[src/rtl/sd_image_server_if.sv]
// Drive-request and image-memory signal bundle for sd_image_server.
// slave is the server's view; master is the drives/memory side.
interface sd_image_server_if #(
  parameter int unsigned NDR = 2
);
  logic [NDR-1:0][31:0] sd_lba;
  logic [NDR-1:0][5:0]  sd_blk_cnt;
  logic [NDR-1:0]       sd_rd;
  logic [NDR-1:0]       sd_wr;
  logic [NDR-1:0]       sd_ack;
  logic [13:0]          sd_buff_addr;
  logic [7:0]           sd_buff_dout;
  logic                 sd_buff_wr;
  logic [NDR-1:0][7:0]  sd_buff_din;

  logic [40:0]          mem_addr;
  logic                 mem_rd;
  logic                 mem_wr;
  logic [7:0]           mem_wdata;
  logic                 mem_busy;
  logic [7:0]           mem_rdata;
  logic                 mem_rvalid;

  modport slave (
    input  sd_lba, sd_blk_cnt, sd_rd, sd_wr, sd_buff_din, mem_busy, mem_rdata, mem_rvalid,
    output sd_ack, sd_buff_addr, sd_buff_dout, sd_buff_wr, mem_addr, mem_rd, mem_wr, mem_wdata
  );

  modport master (
    output sd_lba, sd_blk_cnt, sd_rd, sd_wr, sd_buff_din, mem_busy, mem_rdata, mem_rvalid,
    input  sd_ack, sd_buff_addr, sd_buff_dout, sd_buff_wr, mem_addr, mem_rd, mem_wr, mem_wdata
  );
endinterface

[src/rtl/sd_image_server.sv]
// Round-robin server for drive block requests: streams 512-byte blocks between the
// image memory byte port and the granted drive's buffer. Bus NDR must equal clamp(DRIVES,1,4).
module sd_image_server #(
  parameter int unsigned DRIVES = 2
) (
  input  logic               clk_sys,
  input  logic               reset,
  input  logic               img_readonly,
  output logic               wr_err,
  sd_image_server_if.slave   bus
);
  localparam int unsigned NDR = (DRIVES < 1) ? 1 : ((DRIVES > 4) ? 4 : DRIVES);
  localparam int unsigned DW  = (NDR > 1) ? $clog2(NDR) : 1;
  localparam int unsigned IW  = 15;

  typedef enum logic [2:0] {IDLE, GRANT, RD_REQ, RD_WAIT, WR_ADDR, WR_DATA, DONE} state_e;

  state_e          state_q, state_d;
  logic [DW-1:0]   ptr_q, ptr_d;
  logic [DW-1:0]   drv_q, drv_d;
  logic            is_rd_q, is_rd_d;
  logic [31:0]     lba_q, lba_d;
  logic [IW-1:0]   total_q, total_d;
  logic [IW-1:0]   index_q, index_d;
  logic            pend_q, pend_d;
  logic            cap_q, cap_d;
  logic [7:0]      wbyte_q, wbyte_d;
  logic            disc_q, disc_d;
  logic [NDR-1:0]  ack_q, ack_d;
  logic [13:0]     baddr_q, baddr_d;
  logic [7:0]      bdout_q, bdout_d;
  logic            bwr_q, bwr_d;
  logic [40:0]     maddr_q, maddr_d;
  logic            mrd_q, mrd_d;
  logic            mwr_q, mwr_d;
  logic [7:0]      mwdata_q, mwdata_d;
  logic            wr_err_q, wr_err_d;

  logic            req_found;
  logic [DW-1:0]   req_win;
  logic [DW-1:0]   scan_idx;
  logic [5:0]      blk_lo;
  logic [IW-1:0]   index_inc;
  logic            last_byte;
  logic [40:0]     cur_addr;
  logic [7:0]      wr_byte;

  // Round-robin scan starting one past the last winner
  always_comb begin
    req_found = 1'b0;
    req_win   = ptr_q;
    scan_idx  = '0;
    for (int unsigned k = 1; k <= NDR; k++) begin
      scan_idx = DW'((32'(ptr_q) + k) % NDR);
      if (!req_found && (bus.sd_rd[scan_idx] || bus.sd_wr[scan_idx])) begin
        req_found = 1'b1;
        req_win   = scan_idx;
      end
    end
  end

  assign blk_lo    = bus.sd_blk_cnt[req_win] & 6'h1f;
  assign index_inc = index_q + IW'(1);
  assign last_byte = (index_inc == total_q);
  assign cur_addr  = {lba_q, 9'd0} + 41'(index_q);
  assign wr_byte   = cap_q ? wbyte_q : bus.sd_buff_din[drv_q];

  always_comb begin
    state_d  = state_q;
    ptr_d    = ptr_q;
    drv_d    = drv_q;
    is_rd_d  = is_rd_q;
    lba_d    = lba_q;
    total_d  = total_q;
    index_d  = index_q;
    pend_d   = pend_q;
    cap_d    = cap_q;
    wbyte_d  = wbyte_q;
    disc_d   = disc_q;
    ack_d    = ack_q;
    baddr_d  = baddr_q;
    bdout_d  = bdout_q;
    bwr_d    = 1'b0;
    maddr_d  = maddr_q;
    mrd_d    = 1'b0;
    mwr_d    = 1'b0;
    mwdata_d = mwdata_q;
    wr_err_d = 1'b0;

    case (state_q)
      IDLE: begin
        if (req_found) begin
          drv_d          = req_win;
          ptr_d          = req_win;
          is_rd_d        = bus.sd_rd[req_win];
          lba_d          = bus.sd_lba[req_win];
          total_d        = {blk_lo + 6'd1, 9'd0};
          ack_d          = '0;
          ack_d[req_win] = 1'b1;
          state_d        = GRANT;
        end
      end
      GRANT: begin
        index_d = '0;
        disc_d  = 1'b0;
        state_d = is_rd_q ? RD_REQ : WR_ADDR;
      end
      RD_REQ: begin
        if (!bus.mem_busy) begin
          mrd_d   = 1'b1;
          maddr_d = cur_addr;
          state_d = RD_WAIT;
        end
      end
      RD_WAIT: begin
        if (bus.mem_rvalid) begin
          bdout_d = bus.mem_rdata;
          baddr_d = index_q[13:0];
          bwr_d   = 1'b1;
          index_d = index_inc;
          state_d = last_byte ? DONE : RD_REQ;
        end
      end
      WR_ADDR: begin
        baddr_d = index_q[13:0];
        pend_d  = 1'b1;
        cap_d   = 1'b0;
        state_d = WR_DATA;
      end
      WR_DATA: begin
        // First cycle lets the drive buffer return data for the new address
        if (pend_q) begin
          pend_d = 1'b0;
        end else begin
          if (!cap_q) begin
            wbyte_d = bus.sd_buff_din[drv_q];
            cap_d   = 1'b1;
          end
          if (!bus.mem_busy) begin
            mwr_d    = !img_readonly;
            maddr_d  = cur_addr;
            mwdata_d = wr_byte;
            disc_d   = disc_q | img_readonly;
            index_d  = index_inc;
            if (last_byte) begin
              wr_err_d = disc_q | img_readonly;
              state_d  = DONE;
            end else begin
              state_d  = WR_ADDR;
            end
          end
        end
      end
      DONE: begin
        ack_d   = '0;
        state_d = IDLE;
      end
      default: state_d = IDLE;
    endcase
  end

  always_ff @(posedge clk_sys or posedge reset) begin
    if (reset) begin
      state_q  <= IDLE;
      ptr_q    <= '0;
      drv_q    <= '0;
      is_rd_q  <= 1'b0;
      lba_q    <= '0;
      total_q  <= '0;
      index_q  <= '0;
      pend_q   <= 1'b0;
      cap_q    <= 1'b0;
      wbyte_q  <= '0;
      disc_q   <= 1'b0;
      ack_q    <= '0;
      baddr_q  <= '0;
      bdout_q  <= '0;
      bwr_q    <= 1'b0;
      maddr_q  <= '0;
      mrd_q    <= 1'b0;
      mwr_q    <= 1'b0;
      mwdata_q <= '0;
      wr_err_q <= 1'b0;
    end else begin
      state_q  <= state_d;
      ptr_q    <= ptr_d;
      drv_q    <= drv_d;
      is_rd_q  <= is_rd_d;
      lba_q    <= lba_d;
      total_q  <= total_d;
      index_q  <= index_d;
      pend_q   <= pend_d;
      cap_q    <= cap_d;
      wbyte_q  <= wbyte_d;
      disc_q   <= disc_d;
      ack_q    <= ack_d;
      baddr_q  <= baddr_d;
      bdout_q  <= bdout_d;
      bwr_q    <= bwr_d;
      maddr_q  <= maddr_d;
      mrd_q    <= mrd_d;
      mwr_q    <= mwr_d;
      mwdata_q <= mwdata_d;
      wr_err_q <= wr_err_d;
    end
  end

  assign bus.sd_ack       = ack_q;
  assign bus.sd_buff_addr = baddr_q;
  assign bus.sd_buff_dout = bdout_q;
  assign bus.sd_buff_wr   = bwr_q;
  assign bus.mem_addr     = maddr_q;
  assign bus.mem_rd       = mrd_q;
  assign bus.mem_wr       = mwr_q;
  assign bus.mem_wdata    = mwdata_q;
  assign wr_err           = wr_err_q;
endmodule

[src/flat_wrapper.sv]
// flat-port wrapper written by rule: the top's interface ports become plain ports
module sd_image_server_flat 
#(
  parameter int unsigned DRIVES = 2
)
  (clk_sys, reset, img_readonly, wr_err, bus_sd_lba, bus_sd_blk_cnt, bus_sd_rd, bus_sd_wr, bus_sd_buff_din, bus_mem_busy, bus_mem_rdata, bus_mem_rvalid, bus_sd_ack, bus_sd_buff_addr, bus_sd_buff_dout, bus_sd_buff_wr, bus_mem_addr, bus_mem_rd, bus_mem_wr, bus_mem_wdata);
  sd_image_server_if #(.NDR((2))) bus_i ();
  input  logic clk_sys;
  input  logic reset;
  input  logic img_readonly;
  output logic wr_err;
  input wire logic [$bits(bus_i.sd_lba)-1:0] bus_sd_lba;
  input wire logic [$bits(bus_i.sd_blk_cnt)-1:0] bus_sd_blk_cnt;
  input wire logic [$bits(bus_i.sd_rd)-1:0] bus_sd_rd;
  input wire logic [$bits(bus_i.sd_wr)-1:0] bus_sd_wr;
  input wire logic [$bits(bus_i.sd_buff_din)-1:0] bus_sd_buff_din;
  input wire logic [$bits(bus_i.mem_busy)-1:0] bus_mem_busy;
  input wire logic [$bits(bus_i.mem_rdata)-1:0] bus_mem_rdata;
  input wire logic [$bits(bus_i.mem_rvalid)-1:0] bus_mem_rvalid;
  output wire logic [$bits(bus_i.sd_ack)-1:0] bus_sd_ack;
  output wire logic [$bits(bus_i.sd_buff_addr)-1:0] bus_sd_buff_addr;
  output wire logic [$bits(bus_i.sd_buff_dout)-1:0] bus_sd_buff_dout;
  output wire logic [$bits(bus_i.sd_buff_wr)-1:0] bus_sd_buff_wr;
  output wire logic [$bits(bus_i.mem_addr)-1:0] bus_mem_addr;
  output wire logic [$bits(bus_i.mem_rd)-1:0] bus_mem_rd;
  output wire logic [$bits(bus_i.mem_wr)-1:0] bus_mem_wr;
  output wire logic [$bits(bus_i.mem_wdata)-1:0] bus_mem_wdata;
  assign bus_i.sd_lba = bus_sd_lba;
  assign bus_i.sd_blk_cnt = bus_sd_blk_cnt;
  assign bus_i.sd_rd = bus_sd_rd;
  assign bus_i.sd_wr = bus_sd_wr;
  assign bus_i.sd_buff_din = bus_sd_buff_din;
  assign bus_i.mem_busy = bus_mem_busy;
  assign bus_i.mem_rdata = bus_mem_rdata;
  assign bus_i.mem_rvalid = bus_mem_rvalid;
  assign bus_sd_ack = bus_i.sd_ack;
  assign bus_sd_buff_addr = bus_i.sd_buff_addr;
  assign bus_sd_buff_dout = bus_i.sd_buff_dout;
  assign bus_sd_buff_wr = bus_i.sd_buff_wr;
  assign bus_mem_addr = bus_i.mem_addr;
  assign bus_mem_rd = bus_i.mem_rd;
  assign bus_mem_wr = bus_i.mem_wr;
  assign bus_mem_wdata = bus_i.mem_wdata;
  sd_image_server #(.DRIVES(DRIVES)) u_core (.clk_sys(clk_sys), .reset(reset), .img_readonly(img_readonly), .wr_err(wr_err), .bus(bus_i));
endmodule
[config.mk]
export PLATFORM = sky130hd
export DESIGN_NAME = sd_image_server_flat
export DESIGN_NICKNAME = d
export VERILOG_FILES = /design/src/rtl/sd_image_server_if.sv /design/src/rtl/sd_image_server.sv /design/src/flat_wrapper.sv
export SDC_FILE = /design/constraint.sdc
export NUM_CORES = 1
export LEC_CHECK = 0
export ABC_AREA = 1
export BUFFER_PORTS_ARGS = -buffer_cell sky130_fd_sc_hd__buf_2
export CORE_UTILIZATION = 49
export CTS_CLUSTER_DIAMETER = 60
export DETAILED_ROUTE_END_ITERATION = 10
export HOLD_SLACK_MARGIN = 0.12
export PLACE_DENSITY = 0.79
export SETUP_SLACK_MARGIN = 0.3
export SLEW_MARGIN = 20
export SYNTH_ARGS = -nofsm -noshare
export SYNTH_HDL_FRONTEND = slang
export SYNTH_SLANG_ARGS = --single-unit
export TNS_END_PERCENT = 5
[constraint.sdc]
create_clock -name clk_sys -period 4.45 [get_ports clk_sys]
set_input_delay 0.2225 -clock clk_sys [delete_from_list [all_inputs] [get_ports clk_sys]]
set_output_delay 0.2225 -clock clk_sys [all_outputs]
set_load 0.1 [all_outputs]
; Word-level counts from Yosys, hierarchy flattened
; Index checks and enable logic that the tools add are counted.
[word_totals]
reg_bits = 146
output_inout_bits = 77
[op_classes]
n_addsub = 5
n_lt_le_gt_ge = 5
eq_ne = 12
muxes = 60
bitwise_logic = 3
reduce_logical = 24
[op_table]
columns = operator, n
row1 = 2-to-1 mux 41 bit, 2
row2 = one-hot mux 41 bit (2 select lines), 1
row3 = 2-to-1 mux 32 bit, 2
row4 = 2-to-1 mux 15 bit, 3
row5 = one-hot mux 15 bit (3 select lines), 1
row6 = adder 41 x 15 -> 41 bit, 1
row7 = 2-to-1 mux 1 bit, 29
row8 = one-hot mux 14 bit (2 select lines), 1
row9 = 2-to-1 mux 8 bit, 3
row10 = 2-to-1 mux 3 bit, 7
row11 = one-hot mux 3 bit (6 select lines), 1
row12 = adder 15 x 1 -> 15 bit (second input constant), 1
row13 = equality test 15 bit, 1
row14 = 2-to-1 mux 14 bit, 1
row15 = AND reduction 2 bit, 7
row16 = 2-to-1 mux 5 bit, 2
row17 = nonzero test 2 bit, 5
row18 = equality test 3 bit (second input constant), 3
row19 = less-than comparator 1 x 2 -> 1 bit (second input constant), 4
row20 = inequality test 2 bit (second input constant), 4
row21 = adder 5 x 1 -> 6 bit (second input constant), 1
row22 = equality test 3 x 2 -> 1 bit (second input constant), 2
row23 = one-hot mux 1 bit (2 select lines), 3
row24 = AND reduction 3 bit, 2
row25 = other kinds (16), 22

; Logic depth before layout (Yosys ltp)
[depth]
depth_word = 14
mapped_depth = 14
ltp_nobuf = 14

; Least setup slack after synthesis
; No wires, ideal clock.
[synth_timing]
path_type = register to register
startpoint = register u_core.index_q[9]
endpoint = register u_core.maddr_q[37] (netlist: u_core.bus.mem_addr[37])
arrival_ns = 2.025
t_required_ns = 4.330
slack_ns = 2.305
stages_incl_launch_ff = 14
n_path_buf = 0
period_less_slack_ns = 2.145
cell_sequence = dfrtp_1 ha_1 inv_1 fa_1 o21ai_2 a21oi_1 nor3_2 inv_1 nor2_1 nand2_1 nand2_1 nand2_1 nand2_1 nand2_1
[synth_between]
elab_chain_cells = 4
[synth_rtl]
columns = item, line_no
row1 = start: declaration, sd_image_server.sv:24  ; logic [IW-1:0] index_q, index_d;
row2 = start signal: assignment, sd_image_server.sv:191  ; index_q <= index_d;
row3 = adder 41 x 15 -> 41 bit *, sd_image_server.sv:65  ; assign cur_addr = {lba_q, 9'd0} + 41'(index_q);
row4 = 2-to-1 mux 41 bit *, "sd_image_server.sv:109, sd_image_server.sv:139"
row5 = 2-to-1 mux 41 bit, sd_image_server.sv:132  ; if (pend_q) begin
row6 = one-hot mux 41 bit (2 select lines) *, sd_image_server.sv:90  ; case (state_q)
row7 = end signal: assignment, sd_image_server.sv:200  ; maddr_q <= maddr_d;
row8 = end: declaration, sd_image_server.sv:33  ; logic [40:0] maddr_q, maddr_d;
; Mark *: on every way between the ends. The rest lies on a longest branch, timed or not. The select of a mux whose other input is x is not followed.
; A chain may end at the register's enable or synchronous reset.

; Worst setup path in the final report
[layout_timing]
startpoint = register u_core.state_q[1]
endpoint = register u_core.lba_q[5]
[layout_between]
elab_chain_cells = 2
[layout_rtl]
columns = item, line_no
row1 = start: declaration, sd_image_server.sv:18  ; state_e state_q, state_d;
row2 = start signal: assignment, sd_image_server.sv:185  ; state_q <= state_d;
row3 = logical NOT 3 bit, sd_image_server.sv:90
row4 = AND reduction 2 bit (no line), -
row5 = end signal: assignment, sd_image_server.sv:189  ; lba_q <= lba_d;
row6 = end: declaration, sd_image_server.sv:22  ; logic [31:0] lba_q, lba_d;
; No other way between the ends.

==> impl_summary.log <==
INFO  metric status = finished, final reports clean
INFO  metric clock-sinks = between 100 and 150
INFO  metric final_period_minus_worst_setup_slack = 3.14 ns
INFO  metric ys_dominant_reg_cell = sky130_fd_sc_hd__dfrtp_1
INFO  metric final.setup.tns = 0 ns
INFO  metric antennaDiodeCount = 0
INFO  metric gp_congestion = 0.897
INFO  metric max_freq = roughly 0.32 GHz
INFO  metric finish.net_count = 1299
INFO  metric grt_antenna_before_repair = 0
INFO  metric drive_gt1_frac = 0.219
INFO  metric worst-setup-path-type = register to register
INFO  metric postLayoutCellArea = 0.00987 sq mm
INFO  metric syn_area = 0.00751 sq mm
INFO  metric clock_skew = 0.00934 ns
INFO  metric ys_top_cells_by_area = sky130_fd_sc_hd__dfrtp_1 (49%), sky130_fd_sc_hd__nand2_1 (13%), sky130_fd_sc_hd__o21ai_0 (6.5%), sky130_fd_sc_hd__nor2_1 (4.4%), sky130_fd_sc_hd__inv_1 (4.2%)
INFO  metric gr-usage-all-layers = 0.281
INFO  metric crit_path_top_delay_cell = sky130_fd_sc_hd__clkinv_1
INFO  metric maxCapViolCount = 0
INFO  metric routed_wl = 21100 microns
INFO  metric p_total = 0.00855 W
INFO  metric timing_max_transition_violations_final = 0
INFO  metric boundaryPins = 186
INFO  metric worst_setup_path_start_kind = register
INFO  metric worst-slew-pin-transition = 0.944 ns
INFO  metric design.core.area = 0.0148 sq mm
INFO  metric critical_path_required = approximately 4.8 ns
INFO  metric syn2layout_area_growth = 31.4%
INFO  metric syn-mean-instance-area = 8.05 sq um
INFO  metric die_w = between 100 and 150 microns
INFO  metric die_height = 126 microns
INFO  metric clk_root_buffer_cell = sky130_fd_sc_hd__clkbuf_16
INFO  metric tritoncts = built
INFO  metric postRouteAntennaNets = 0
INFO  metric postSynthRegisterBits = 146
INFO  metric min_path_cells = 3
INFO  metric timing.rr.start = u_core.state_q[1]
INFO  metric placedCellCount = 1273
INFO  metric worstPathCellList = nor2_1 > inv_1 > nor2_1 > inv_1 > nor2_4 > clkinv_1 > nand2_1 > o21ai_0 > dlygate4sd3_1
INFO  metric timing.critical_path.to = u_core.lba_q[5]
INFO  metric clock_tree.buffer_depth = 2
INFO  metric synth_top_area_share = 0.487
INFO  metric worst_skew_late_latency = 0.43 ns
INFO  metric critical_path_buf_inv_count = 4
INFO  metric cts.repair_timing.setup_buffer_count = 0
INFO  metric timing.final.crit_share = 0.705
INFO  metric synth.top_cells.by_count = sky130_fd_sc_hd__nand2_1 (255), sky130_fd_sc_hd__dfrtp_1 (146), sky130_fd_sc_hd__o21ai_0 (98)
INFO  metric number_of_input_and_output_port_buffers_inserted = 183
INFO  metric syn_nets = 1052
INFO  metric synth_seq_area_share = 0.487
INFO  metric timing.hold.worst.class = input port to register
INFO  metric number_of_buffers_added_by_the_clock_tree_synthesis_step = 17
INFO  metric timing.rr.end = u_core.lba_q[5]
INFO  metric dr.first_iter.drc_count = between 500 and 600
INFO  metric clk_transition_reported_paths = 0.06 ns
INFO  metric fin_cells = 1377
INFO  metric viasPerCell = 5.37
INFO  metric post-dp-hpwl = approximately 14000 microns
INFO  metric drt_drc_violations_left = 0
INFO  metric reg2reg_setup_slack = 1.31 ns
INFO  metric synth_async_sr_flop_share = 1.00
INFO  metric routed_wire_length_per_instance = 15.3 microns
INFO  metric fp.dieArea = 0.0158 sq mm
INFO  metric maxSlewHeadroom = 0.371
INFO  metric placement.cell_area = approximately 0.0085 sq mm
INFO  metric synthDominantAreaCellType = sky130_fd_sc_hd__dfrtp_1
INFO  metric first_global_vias = 7291
INFO  metric cp_slowest_stage_delay = between 0.6 and 0.7 ns
INFO  metric cts.htree.levels = 4
INFO  metric synthMostInstantiatedCell = sky130_fd_sc_hd__nand2_1
INFO  metric finalHoldViolCount = 0
INFO  metric critPathCaptureType = register
INFO  metric timing.critical_path.depth = 9
INFO  metric irDropWorstVdd = 0.712 mV
INFO  metric crit_family = buffers and inverters
INFO  metric synth_edf_count = 0
INFO  metric launch_point_of_the_worst_path = u_core.state_q[1]
INFO  metric worstRegToRegCells = 9
INFO  metric crit_arrival = 3.44 ns
INFO  metric cell_leakage_power = around 5 nW
INFO  metric power_density_over_cell_area = a little under 900 mW/mm^2
INFO  metric detail_route.first_pass.iterations = 5
INFO  metric ctsHoldBuffers = 72
INFO  metric crit_path_max_fanout = 35
INFO  metric grt_setup_unrepaired = false
INFO  metric fin_hold_ws = 0.141 ns
INFO  metric fp-row-count = between 40 and 50
INFO  metric grt_remaining_overflow = 0
INFO  metric yosysWarningCount = 0
INFO  metric synth_cell_type_count = 44
INFO  metric grt_pass1_wl = 35200 microns
INFO  metric start_util = 0.509
INFO  metric grt_max_degree = 75
INFO  metric cts_repair_resize_count = 0
INFO  metric number_of_instances_in_the_synthesized_netlist = 933
INFO  metric setup_violations = 0
INFO  metric via_count = 7395
-- worst min-delay path by stage --
stage,slack [ns],start,endpoint
floorplan,0.29,img_readonly,u_core.bus.mem_wr
global placement,0.38,reset,u_core.bus.mem_addr[18]
detailed placement,0.38,reset,u_core.bus.mem_addr[18]
CTS,0.13,bus_sd_lba[42],u_core.lba_q[10]
global route,0.14,bus_sd_lba[42],u_core.lba_q[10]
finish,0.14,bus_sd_lba[36],u_core.lba_q[4]
-- cell usage in the layout (no fill, tap or decap), types with 4 or more instances in the layout --
master / count
sky130_fd_sc_hd__a21oi_1: 22
sky130_fd_sc_hd__a31oi_1: 6
sky130_fd_sc_hd__buf_2: 183
sky130_fd_sc_hd__buf_4: 5
sky130_fd_sc_hd__clkbuf_16: 17
sky130_fd_sc_hd__clkinv_4: 4
sky130_fd_sc_hd__dfrtp_1: 146
sky130_fd_sc_hd__dlygate4sd3_1: 72
sky130_fd_sc_hd__ha_1: 9
sky130_fd_sc_hd__inv_1: 84
sky130_fd_sc_hd__inv_6: 5
sky130_fd_sc_hd__nand2_1: 255
sky130_fd_sc_hd__nand3_1: 50
sky130_fd_sc_hd__nand4_1: 17
sky130_fd_sc_hd__nor2_1: 86
sky130_fd_sc_hd__nor2_2: 8
sky130_fd_sc_hd__nor3_1: 11
sky130_fd_sc_hd__nor4_1: 5
sky130_fd_sc_hd__o21ai_0: 98
sky130_fd_sc_hd__o22ai_1: 30
sky130_fd_sc_hd__o22ai_2: 10
sky130_fd_sc_hd__o31ai_1: 4
sky130_fd_sc_hd__xnor2_1: 5
sky130_fd_sc_hd__xor2_1: 17
-- per-layer routing --
| layer | GRT usage | routed length [microns] |
|---|---|---|
| met3 | 0.0561 | 1440 |
| met1 | 0.374 | 9270 |
| met4 | 0.112 | 524 |
| met5 | 0 | 0 |
| met2 | 0.454 | 9810 |
-- cells by family (layout without fill, tap and decap cells) --
family | count (synthesis) | count (layout) | share of synthesized area
xor gates and xnor gates | 23 | 23 | 0.0288
adders and majority gates | 10 | 10 | 0.0177
muxes | 2 | 2 | 0.00267
and+or+nand+nor | 448 | 448 | 0.253
buffers and inverters | 125 | 385 | 0.0700
AOI/OAI and AO/OA | 179 | 179 | 0.142
DFF | 146 | 146 | 0.487
-- state kept, by name (all words and copies together), names as in the netlist, 2 cells and up --
signal / flops
u_core.bus.mem_addr: 41
u_core.bus.mem_wdata: 8
u_core.bus.sd_ack: 2
u_core.bus.sd_buff_addr: 14
u_core.bus.sd_buff_dout: 8
u_core.index_q: 15
u_core.lba_q: 32
u_core.state_q: 3
u_core.total_q: 6
u_core.wbyte_q: 8
-- metrics by stage --
step	util	setup slack, ns
after floorplan	-	0.305
after global placement	0.579	1.93
after detailed placement	0.579	1.83
after CTS	0.669	1.37
after global routing	0.669	1.07
final	0.669	1.31
-- worst reg2reg max path: stages, from the launching register on --
cell and delay, ns:
sky130_fd_sc_hd__dfrtp_1 0.46, sky130_fd_sc_hd__nor2_1 0.14, sky130_fd_sc_hd__inv_1 0.08, sky130_fd_sc_hd__nor2_1 0.12, sky130_fd_sc_hd__inv_1 0.09, sky130_fd_sc_hd__nor2_4 0.55
sky130_fd_sc_hd__clkinv_1 0.68, sky130_fd_sc_hd__nand2_1 0.23, sky130_fd_sc_hd__o21ai_0 0.11, sky130_fd_sc_hd__dlygate4sd3_1 0.57
-- power by group --
group	switching, W	internal [W]
Clock	0.000595	0.000863
Sequential	0.000396	0.00188
Combinational	0.00366	0.00115
Total	0.00465	0.00390
-- layout make-up --
type / count / area [sq um]
Inverter: 93 / 362
Clock inverter: 13 / 149
Multi-Input combinational cell: 662 / 3340
Fill cell: 1194 / 4890
Tap cell: 184 / 230
Timing Repair Buffer: 260 / 1670
Clock buffer: 19 / 453
Sequential cell: 146 / 3650
No activity file was read; power rests on OpenSTA's default activity.
